**src/rtl/opb_ppc2sim_pkg.sv**
```systemverilog
// Shared types for the PPC -> user-logic OPB software register.
// Bus <-> word bit-order helpers live here so both directions agree.
package opb_ppc2sim_pkg;

  typedef enum logic {
    IDLE = 1'b0,
    ACK  = 1'b1
  } state_e;

  localparam logic [7:0] OFS_DATA   = 8'h00;
  localparam logic [7:0] OFS_COMMIT = 8'h04;

  // OPB bit 0 is the MSB; the fabric word puts it at bit 31.
  function automatic logic [31:0] to_word(
    input logic [0:31] bus
  );
    logic [31:0] w;
    for (int i = 0; i < 32; i++) begin
      w[31-i] = bus[i];
    end
    return w;
  endfunction

  function automatic logic [0:31] to_bus(
    input logic [31:0] word
  );
    logic [0:31] b;
    for (int i = 0; i < 32; i++) begin
      b[i] = word[31-i];
    end
    return b;
  endfunction

endpackage

```
**src/rtl/opb_be_merge.sv**
```systemverilog
// Byte-enable merge: be_i[k] selects new_i byte k (byte 3 = MSB),
// otherwise the old byte is kept.
module opb_be_merge (
  input  logic [31:0] old_i,
  input  logic [31:0] new_i,
  input  logic [3:0]  be_i,
  output logic [31:0] merged_o
);

  always_comb begin
    merged_o = old_i;
    for (int k = 0; k < 4; k++) begin
      if (be_i[k]) begin
        merged_o[8*k +: 8] = new_i[8*k +: 8];
      end
    end
  end

endmodule

```
**src/rtl/opb_register_ppc2simulink_sync.sv**
```systemverilog
// OPB slave software register, PPC writes / fabric reads, single clock.
// Optional double-buffering via PPC2SIM_SHADOW_EN (commit at offset 0x04).
module opb_register_ppc2simulink_sync
  import opb_ppc2sim_pkg::*;
#(
  parameter logic [31:0] C_BASEADDR   = 32'hFFFF_FFFF,
  parameter logic [31:0] C_HIGHADDR   = 32'h0000_0000,
  parameter int          C_OPB_AWIDTH = 32,
  parameter int          C_OPB_DWIDTH = 32,
  parameter string       C_FAMILY     = "virtex6",
  parameter logic [31:0] C_INIT_VALUE = 32'h0
) (
  input  logic                    OPB_Clk,
  input  logic                    OPB_Rst_n,
  input  logic [0:C_OPB_AWIDTH-1] OPB_ABus,
  input  logic [0:3]              OPB_BE,
  input  logic [0:C_OPB_DWIDTH-1] OPB_DBus,
  input  logic                    OPB_RNW,
  input  logic                    OPB_select,
  input  logic                    OPB_seqAddr,
  output logic [0:C_OPB_DWIDTH-1] Sl_DBus,
  output logic                    Sl_errAck,
  output logic                    Sl_retry,
  output logic                    Sl_toutSup,
  output logic                    Sl_xferAck,
  output logic [31:0]             user_data_out,
  output logic                    user_data_valid
);

  state_e      state_q, state_d;
  logic [31:0] data_q, data_d;
  logic        valid_q, valid_d;

  logic        hit;
  logic        ack;
  logic        wr;
  logic        rd;
  logic [7:0]  ofs;
  logic [31:0] wdata;
  logic [31:0] rdata;
  logic [31:0] merge_base;
  logic [31:0] merged;
  logic [3:0]  be;
  logic        unused_seq;

  assign unused_seq = OPB_seqAddr;

  assign hit = OPB_select
            && (OPB_ABus >= C_BASEADDR)
            && (OPB_ABus <= C_HIGHADDR);

  // Reset low kills an in-flight ack in the same cycle.
  assign ack   = (state_q == ACK) && OPB_select && OPB_Rst_n;
  assign wr    = ack && !OPB_RNW;
  assign rd    = ack && OPB_RNW;
  assign ofs   = OPB_ABus[C_OPB_AWIDTH-8:C_OPB_AWIDTH-1];
  assign wdata = to_word(OPB_DBus);
  assign be    = OPB_BE;

`ifdef PPC2SIM_SHADOW_EN
  logic [31:0] shadow_q, shadow_d;
  assign merge_base = shadow_q;
`else
  assign merge_base = data_q;
`endif

  opb_be_merge u_merge (
    .old_i    (merge_base),
    .new_i    (wdata),
    .be_i     (be),
    .merged_o (merged)
  );

  always_comb begin
    state_d = (state_q == IDLE && hit) ? ACK : IDLE;
    data_d  = data_q;
    valid_d = 1'b0;
    rdata   = '0;
`ifdef PPC2SIM_SHADOW_EN
    shadow_d = shadow_q;
    if (wr && ofs == OFS_DATA) begin
      shadow_d = merged;
    end
    if (wr && ofs == OFS_COMMIT) begin
      data_d  = shadow_q;
      valid_d = 1'b1;
    end
    case (ofs)
      OFS_DATA:   rdata = shadow_q;
      OFS_COMMIT: rdata = data_q;
      default:    rdata = '0;
    endcase
`else
    if (wr && ofs == OFS_DATA && be != 4'b0000) begin
      data_d  = merged;
      valid_d = 1'b1;
    end
    if (ofs == OFS_DATA) begin
      rdata = data_q;
    end
`endif
  end

  always_ff @(posedge OPB_Clk) begin
    if (!OPB_Rst_n) begin
      state_q  <= IDLE;
      data_q   <= C_INIT_VALUE;
      valid_q  <= 1'b0;
`ifdef PPC2SIM_SHADOW_EN
      shadow_q <= C_INIT_VALUE;
`endif
    end else begin
      state_q  <= state_d;
      data_q   <= data_d;
      valid_q  <= valid_d;
`ifdef PPC2SIM_SHADOW_EN
      shadow_q <= shadow_d;
`endif
    end
  end

  assign Sl_DBus         = rd ? to_bus(rdata) : '0;
  assign Sl_xferAck      = ack;
  assign Sl_errAck       = 1'b0;
  assign Sl_retry        = 1'b0;
  assign Sl_toutSup      = 1'b0;
  assign user_data_out   = data_q;
  assign user_data_valid = valid_q;

endmodule
```
**config.mk**
```make
export PLATFORM = sky130hd
export DESIGN_NAME = opb_register_ppc2simulink_sync
export DESIGN_NICKNAME = d
export VERILOG_FILES = /design/src/rtl/opb_ppc2sim_pkg.sv /design/src/rtl/opb_be_merge.sv /design/src/rtl/opb_register_ppc2simulink_sync.sv
export SDC_FILE = /design/constraint.sdc
export NUM_CORES = 1
export LEC_CHECK = 0
export CAP_MARGIN = 10
export CELL_PAD_IN_SITES_DETAIL_PLACEMENT = 1
export CELL_PAD_IN_SITES_GLOBAL_PLACEMENT = 1
export CORE_UTILIZATION = 23
export CTS_CLUSTER_SIZE = 20
export DETAILED_ROUTE_END_ITERATION = 8
export PLACE_DENSITY_LB_ADDON = 0.08
export RECOVER_POWER = 25
export SYNTH_ARGS = -nofsm -noshare
export SYNTH_HDL_FRONTEND = slang
export SYNTH_SLANG_ARGS = --single-unit
```
**constraint.sdc**
```tcl
create_clock -name OPB_Clk -period 3.8 [get_ports OPB_Clk]
set_input_delay 0.76 -clock OPB_Clk [delete_from_list [all_inputs] [get_ports OPB_Clk]]
set_output_delay 0.76 -clock OPB_Clk [all_outputs]
set_load 0.02 [all_outputs]
```
# Yosys cells after proc, flatten, opt, wreduce, memory -nomap -nowiden
# Index checks and enable logic that the tools add are counted.
# word_totals
regBits	34
latch_bits	0
mem_bits_rw	0
romBits	0
input_bits	73
output_inout_bits	69
wordCells	29
memories	0
# op_classes
add_sub_neg	0
mul	0
n_div	0
order_cmp	2
eq_ne	0
shift	0
muxes	4
bitwise	1
reduce_logical	16
# op_table
operator	n
32-bit 2-to-1 mux	2
32-bit greater-or-equal comparator, second input constant	1
32-bit by 1-bit less-or-equal comparator with 1-bit output, second input constant	1
1-bit logical AND	9
8-bit logical NOT	1
2-bit AND reduction	4
4-bit nonzero test	1
1-bit 2-to-1 mux	2
1-bit logical NOT	1
1-bit NOT	1

# Longest topological paths before layout
# Gate-level depths: netlist of the first run.
# logic_depth
word_depth	6
ltp_mapped	5
ltp_nobuf	3

# Cells and area by module
# Synthesis of the first run repeated with hierarchy kept, for this count alone.
# hier_totals
cells_unflattened	225
hier_area_um2	2154.6
# by_module_without_submodules
module	instances	cells_each	area_per_inst_um2	seq_area_each_um2
opb_register_ppc2simulink_sync	1	189	1629.1	680.7
opb_be_merge	1	36	525.5	0.0

# Worst setup path before layout of the first run
# Ideal clock, no wire load.
# synth_timing
path_kind	input to output
from	in OPB_ABus[30] (netlist bit)
to	out Sl_DBus[10] (netlist bit)
arrival_ns	2.267
required_ns	3.040
slack_ns	0.773
path_stages	5
path_buffers	2
cell_sequence	or4_4 buf_6 nor4_2 clkbuf_1 and2_1
# synth_via
elab_chain_cells	3
# synth_lines
item	line	source
start, declared	opb_register_ppc2simulink_sync.sv:15	input logic [0:C_OPB_AWIDTH-1] OPB_ABus,
8-bit logical NOT	opb_register_ppc2simulink_sync.sv:98	if (ofs == OFS_DATA) begin
32-bit 2-to-1 mux	opb_register_ppc2simulink_sync.sv:98	
32-bit 2-to-1 mux	opb_register_ppc2simulink_sync.sv:122	assign Sl_DBus = rd ? to_bus(rdata) : '0;
end, declared	opb_register_ppc2simulink_sync.sv:21	output logic [0:C_OPB_DWIDTH-1] Sl_DBus,
# No other way between the ends.

# Worst setup path after layout of the first run
# layout_timing
from	in OPB_ABus[26] (netlist bit)
to	out Sl_DBus[18] (netlist bit)
# The elaborated chain is that of the path after synthesis.

==> metrics.txt, run 1 <==
outcome=finished, final reports clean; grt ovf=0; Worst Skew=2.16 ps; cell with the most instances after synthesis=nand2_1; Root Buffer Master=clkbuf_8; RD Place Congestion=0.696; DR vias/cell=4.23; clk sinks=34; critical path data required time=3040 ps; Post-route DRC=0; Setup crit end kind=primary output; RSZ-0062 raised after global routing=no; P_leak=1.36 nW; post-route setup TNS=0 ps; relative slew slack=0.482; sequential share of the synthesized area=0.403; hold path endpoint=user_data_out[12]; flop-to-flop setup slack=2120 ps; cts bufs inserted=5; Initial DRT Pass Iterations=4; Layout fillers=807; crit path launch=OPB_ABus[26]; initial antenna violation count=0; core area=0.00694 mm²; PwrDens=228 mW/mm²; DIE AREA=0.00770 mm²; top post-synthesis cells by area=dfxtp_1, mux2i_1, nand2_1; Layout area overhead=79.7%; Place WS=-67.3 ps; CTS HTree Levels=2; reg2reg path depth=4; Iter 0 DRT Violations=30; Fin. Hold Viols=0; number of synthesized register bits=34; Worst Setup Path Type=input pin to primary output; share of the synthesized area in the top cell type=0.403; peak supply drop=0.111 mV; I/O Pins=142; # hold bufs at CTS=0; # setup viols final=0; Die X=87.7 µm; hold path start=user_data_out[12]; CTS Buffer Depth=2; Synth async-reset ratio=0; Initial Utilization=0.243; worst slew pin tran=771 ps; final worst slack=125 ps; number of global-route vias before repair=1650; Synth area leader=dfxtp_1; Worst Path Arrival=2920 ps; crit path max fanout=13; Final Max Slew Viols=0; syn avg cell area=8.71 µm²; R2R Path Start=state_q; fin crit share=0.967; Clock transition at path regs=70 ps; Worst R2R End=user_data_out[27]; Main synth FF type=dfxtp_1; Commonest cells post-synth=nand2_1, dfxtp_1, and2_1, mux2i_1, clkbuf_1; Cells after Synth=194; ANT cells=0; number of synthesis warnings=0; Post-Synthesis Cell Area=0.00169 mm²; placed cells=398; IO Port Bufs=113; Finished Core Util=0.437; standard-cell rows=30; Worst Setup Start Kind=input pin; fmax=272 MHz; final WL=5.26 mm; DPL Wire Length=3.99 mm; finished layout cell area=0.00304 mm²; Final Non-Filler Cells=408; Final min period=3680 ps; TritonCTS clock tree=yes; EDFF count, synth=0; Wirelength per Cell=12.9 µm; Final nets=385; Hold Path Class=flip-flop to flip-flop; dpl cell area=0.00293 mm²; largest net degree at the start of global routing=65; Die H=87.7 µm; layout cells sized above 1=0.0737; total track usage=0.137; Synth cell types=18; Post-DRT Antenna Nets=0; max_cap viols=0; first-pass GRT wire length=8.10 mm; Hold Path Depth=2; via count=1724; worst-skew pair later-pin latency=280 ps
-- layout make-up --
cell class	count	area, µm²	area share
inverter	2	7.51	0.00247
tap	96	120	0.0395
multi-input combinational	146	950	0.313
clock buffer	7	76.3	0.0251
timing repair buffer	123	1200	0.396
sequential	34	681	0.224
-- kinds of logic after synthesis --
logic type,count (synthesis),synth area share
other,1,0.00222
muxes,32,0.189
buffers and inverters,17,0.0496
AOI/OAI and AO/OA,1,0.00518
and+or+nand+nor,109,0.351
DFF,34,0.403
-- worst max-delay path, stage by stage --
cell,delay (ps)
clkdlybuf4s50_1,400
or4_4,570
nor4_4,330
buf_4,170
buf_4,100
buf_6,130
and2_1,120
dlygate4sd2_1,330
-- repair_timing --
action                     in CTS  in global routing
gates resized for setup        27                 26
buffers inserted                0                  3
pin swaps                       0                  1
setup endpoints to repair      32                  6
-- routing by layer --
metal | vias up | wire length (µm) | track usage
li1 | 853 | - | -
met1 | 802 | 2430 | 0.181
met2 | 65 | 2370 | 0.211
met3 | 4 | 424 | 0.0500
met4 | 0 | 32 | 0.0358
met5 | - | 0 | 0
-- cell usage in the layout, fill, tap and decap left out, drive strengths merged, types with 6 or more instances in the layout --
cell type      Yosys  routed
nand2             64      64
clkdlybuf4s50      0      57
dfxtp             34      34
and2              32      32
mux2i             32      32
dlygate4sd3        0      23
clkdlybuf4s15      0      16
buf                5      10
dlygate4sd2        0       9
clkbuf            10       9
dlymetal6s2s       0       6
nor4               6       6
-- flip-flops by register name, indices dropped and copies added (netlist names) --
register	count
user_data_valid	1
user_data_out	32
state_q	1
-- how the worst max path moves through the flow --
stage	endpoint	slack (ps)	depth (start not counted)
5_1_grt	Sl_DBus[18]	40	8
6_report	Sl_DBus[18]	120	8
3_5_place_dp	Sl_DBus[12]	-70	6
3_3_place_gp	Sl_DBus[19]	-50	6
4_1_cts	Sl_DBus[7]	-60	6
2_1_floorplan	Sl_DBus[10]	770	5
-- stage by stage --
step / power [W] / hold slack, ps
floorplan: 0.000396 / 541
global placement: 0.000447 / 457
detailed placement: 0.000448 / 466
CTS: 0.000705 / 476
global route: 0.000728 / 485
finish: 0.000693 / 464
-- where the power goes --
group | switching, W | leakage, nW | internal (W)
clock network | 0.000127 | 0.0383 | 0.000126
registers | 0.000000161 | 0.274 | 0.000357
logic | 0.0000322 | 1.05 | 0.0000506
Note: power is estimated with default switching activity, not from simulation.
==> run 2: changes to the inputs <==
CTS_CLUSTER_SIZE = not set   (was 20)
==> results of run 2 <==
Final layout, timing and power as in run 1 (identical DEF).
==> run 3: changes to the inputs <==
ABC_AREA = 1   (was not set)
==> run 3 against run 2 <==
Core utilization is 3.7 points lower. Clock skew up 1.3 ps. Setup slack gained 190 ps. Global-route usage increased by 1.4 points. Worst hold slack better by 73 ps. Critical endpoint is now Sl_DBus[23]. Highest routed layer unchanged. Total power is 0.22% higher. Sequential cell count is the same. Maximum frequency is 5.3% higher. Die area increased by 7.7%. Count of clock-buffer cells in the layout is the same. Via count increased by 17%.
==> metrics.txt, run 3 <==
via count=2024; slowest library cell on the worst path=clkdlybuf4s50_1; ANT cells=0; syn avg cell area=6.83 µm²; # setup viols final=0; post-cts gate resize count=0; worst-skew pair later-pin latency=280 ps; I/O Pins=142; post-route setup TNS=0 ps; Final min period=3490 ps; Post-route DRC=0; Place WS=306 ps; most frequent CP cell=clkdlybuf4s50_1; share of the synthesized area in the top cell type=0.373; Worst Setup Path Type=input pin to primary output; DR vias/cell=4.23; Hold Path Depth=4; slowest stage delay, CP=670 ps; Initial DRT Pass Iterations=4; fin crit share=0.918; initial antenna violation count=0; CTS HTree Levels=2; number of synthesis warnings=0; Post-Synth XOR/XNOR Area=0; max_cap viols=0; core area=0.00769 mm²; Synth area leader=dfxtp_1; Setup crit end kind=primary output; peak supply drop=0.114 mV; DIE AREA=0.00829 mm²; worst slew pin tran=714 ps; Synth cell types=16; reg2reg path depth=5; Iter 0 DRT Violations=35; EDFF count, synth=0; largest family of logic cells by synthesized area=simple AND/OR/NAND/NOR gates; IO Port Bufs=113; crit path max fanout=19; RD Place Congestion=0.637; TritonCTS clock tree=yes; number of synthesized register bits=34; PwrDens=225 mW/mm²; Final nets=449; Clock transition at path regs=60 ps; standard-cell rows=32; Wirelength per Cell=12.7 µm; most frequent cells in the layout=clkdlybuf4s50_1, nor2_1, nand2_1; Cells after Synth=267; Post-Synth Adder-Cell Area=0; simple-gate share of the synthesized area=0.443; first-pass GRT wire length=10.1 mm; Finished Core Util=0.401; Hold Path Class=flip-flop to flip-flop; Synth async-reset ratio=0; Post-Synthesis Cell Area=0.00182 mm²; final WL=6.07 mm; top post-synthesis cells by area=dfxtp_1, nor2_1, nand2_1; sequential share of the synthesized area=0.373; Die H=91.0 µm; max reg flops=32; post-CTS setup buffer count=0; Post-DRT Antenna Nets=0; critical path, cell by cell=clkdlybuf4s50_1 > nand3_4 > inv_1 > nand2_1 > buf_4 > nor4_1 > clkdlybuf4s50_1; RSZ-0062 raised after global routing=no; Fin. Hold Viols=0; relative slew slack=0.522; # hold bufs at CTS=0; critical path data required time=3040 ps; Worst Skew=3.44 ps; clk sinks=34; Commonest cells post-synth=nor2_1, nand2_1, inv_1; DPL Wire Length=4.27 mm; outcome=finished, final reports clean; post-synthesis mux area share=0; CTS Buffer Depth=2; grt ovf=0; Compound-Gate Fraction of Synth Area=0.0329; Main synth FF type=dfxtp_1; total track usage=0.151; largest net degree at the start of global routing=34; P_leak=1.37 nW; cell with the most instances after synthesis=nor2_1; Worst Setup Start Kind=input pin; final worst slack=310 ps; Worst Path Arrival=2730 ps; fmax=287 MHz; cts bufs inserted=5; Layout area overhead=69.0%; layout cells sized above 1=0.0479; number of global-route vias before repair=2055; Die X=91.0 µm; Final Max Slew Viols=0; Initial Utilization=0.237; Root Buffer Master=clkbuf_8; commonest non-fill, non-tap cell in the layout=clkdlybuf4s50_1
## run 3: final cells by class
cell class                      count  area, µm²
Fill cell                         980       4610
Sequential cell                    34        681
Timing Repair Buffer              118       1170
Clock buffer                        7       76.3
Inverter                           43        161
Tap cell                          102        128
Multi-Input combinational cell    174        866
## run 3: cells by family after synthesis
kind of cell	count (synthesis)
buf+inv	62
simple gates	162
flops	34
other cells	1
compound gates	8
## run 3: where the power goes
part	switching [W]	internal (W)	total (W)
clock network	0.000128	0.000126	0.000254
registers	0.000000443	0.000357	0.000357
logic	0.0000335	0.0000497	0.0000832
total	0.000161	0.000533	0.000694
## run 3: critical path: cells and delay by family
kind / cells / cell delay, ps
buffers and inverters: 4 / 1510
and+or+nand+nor: 3 / 460
## run 3: final timing paths
kind	start	endpoint	slack, ps
hold / removal	user_data_out[7]	user_data_out[7]	540
setup reg to reg	state_q	user_data_out[22]	2500
setup / recovery	OPB_Rst_n	Sl_DBus[23]	310
hold reg to reg	user_data_out[7]	user_data_out[7]	540
## run 3: per-stage QoR
stage | instances | hold slack (ps) | total power (W) | instance area [µm²]
5_1_grt | 478 | 572 | 0.000730 | 3080
3_5_place_dp | 471 | 529 | 0.000450 | 3020
2_1_floorplan | 270 | 587 | 0.000393 | 1830
4_1_cts | 478 | 545 | 0.000713 | 3100
6_report | 478 | 537 | 0.000694 | 3080
3_3_place_gp | 471 | 522 | 0.000450 | 3020
## run 3: metal layers
metal | vias to the layer above | part of all wire | track usage
li1 | 1037 | - | -
met1 | 925 | 0.45 | 0.178
met2 | 58 | 0.48 | 0.268
met3 | 4 | 0.061 | 0.0419
met4 | 0 | 0.0072 | 0.0397
met5 | - | 0 | 0
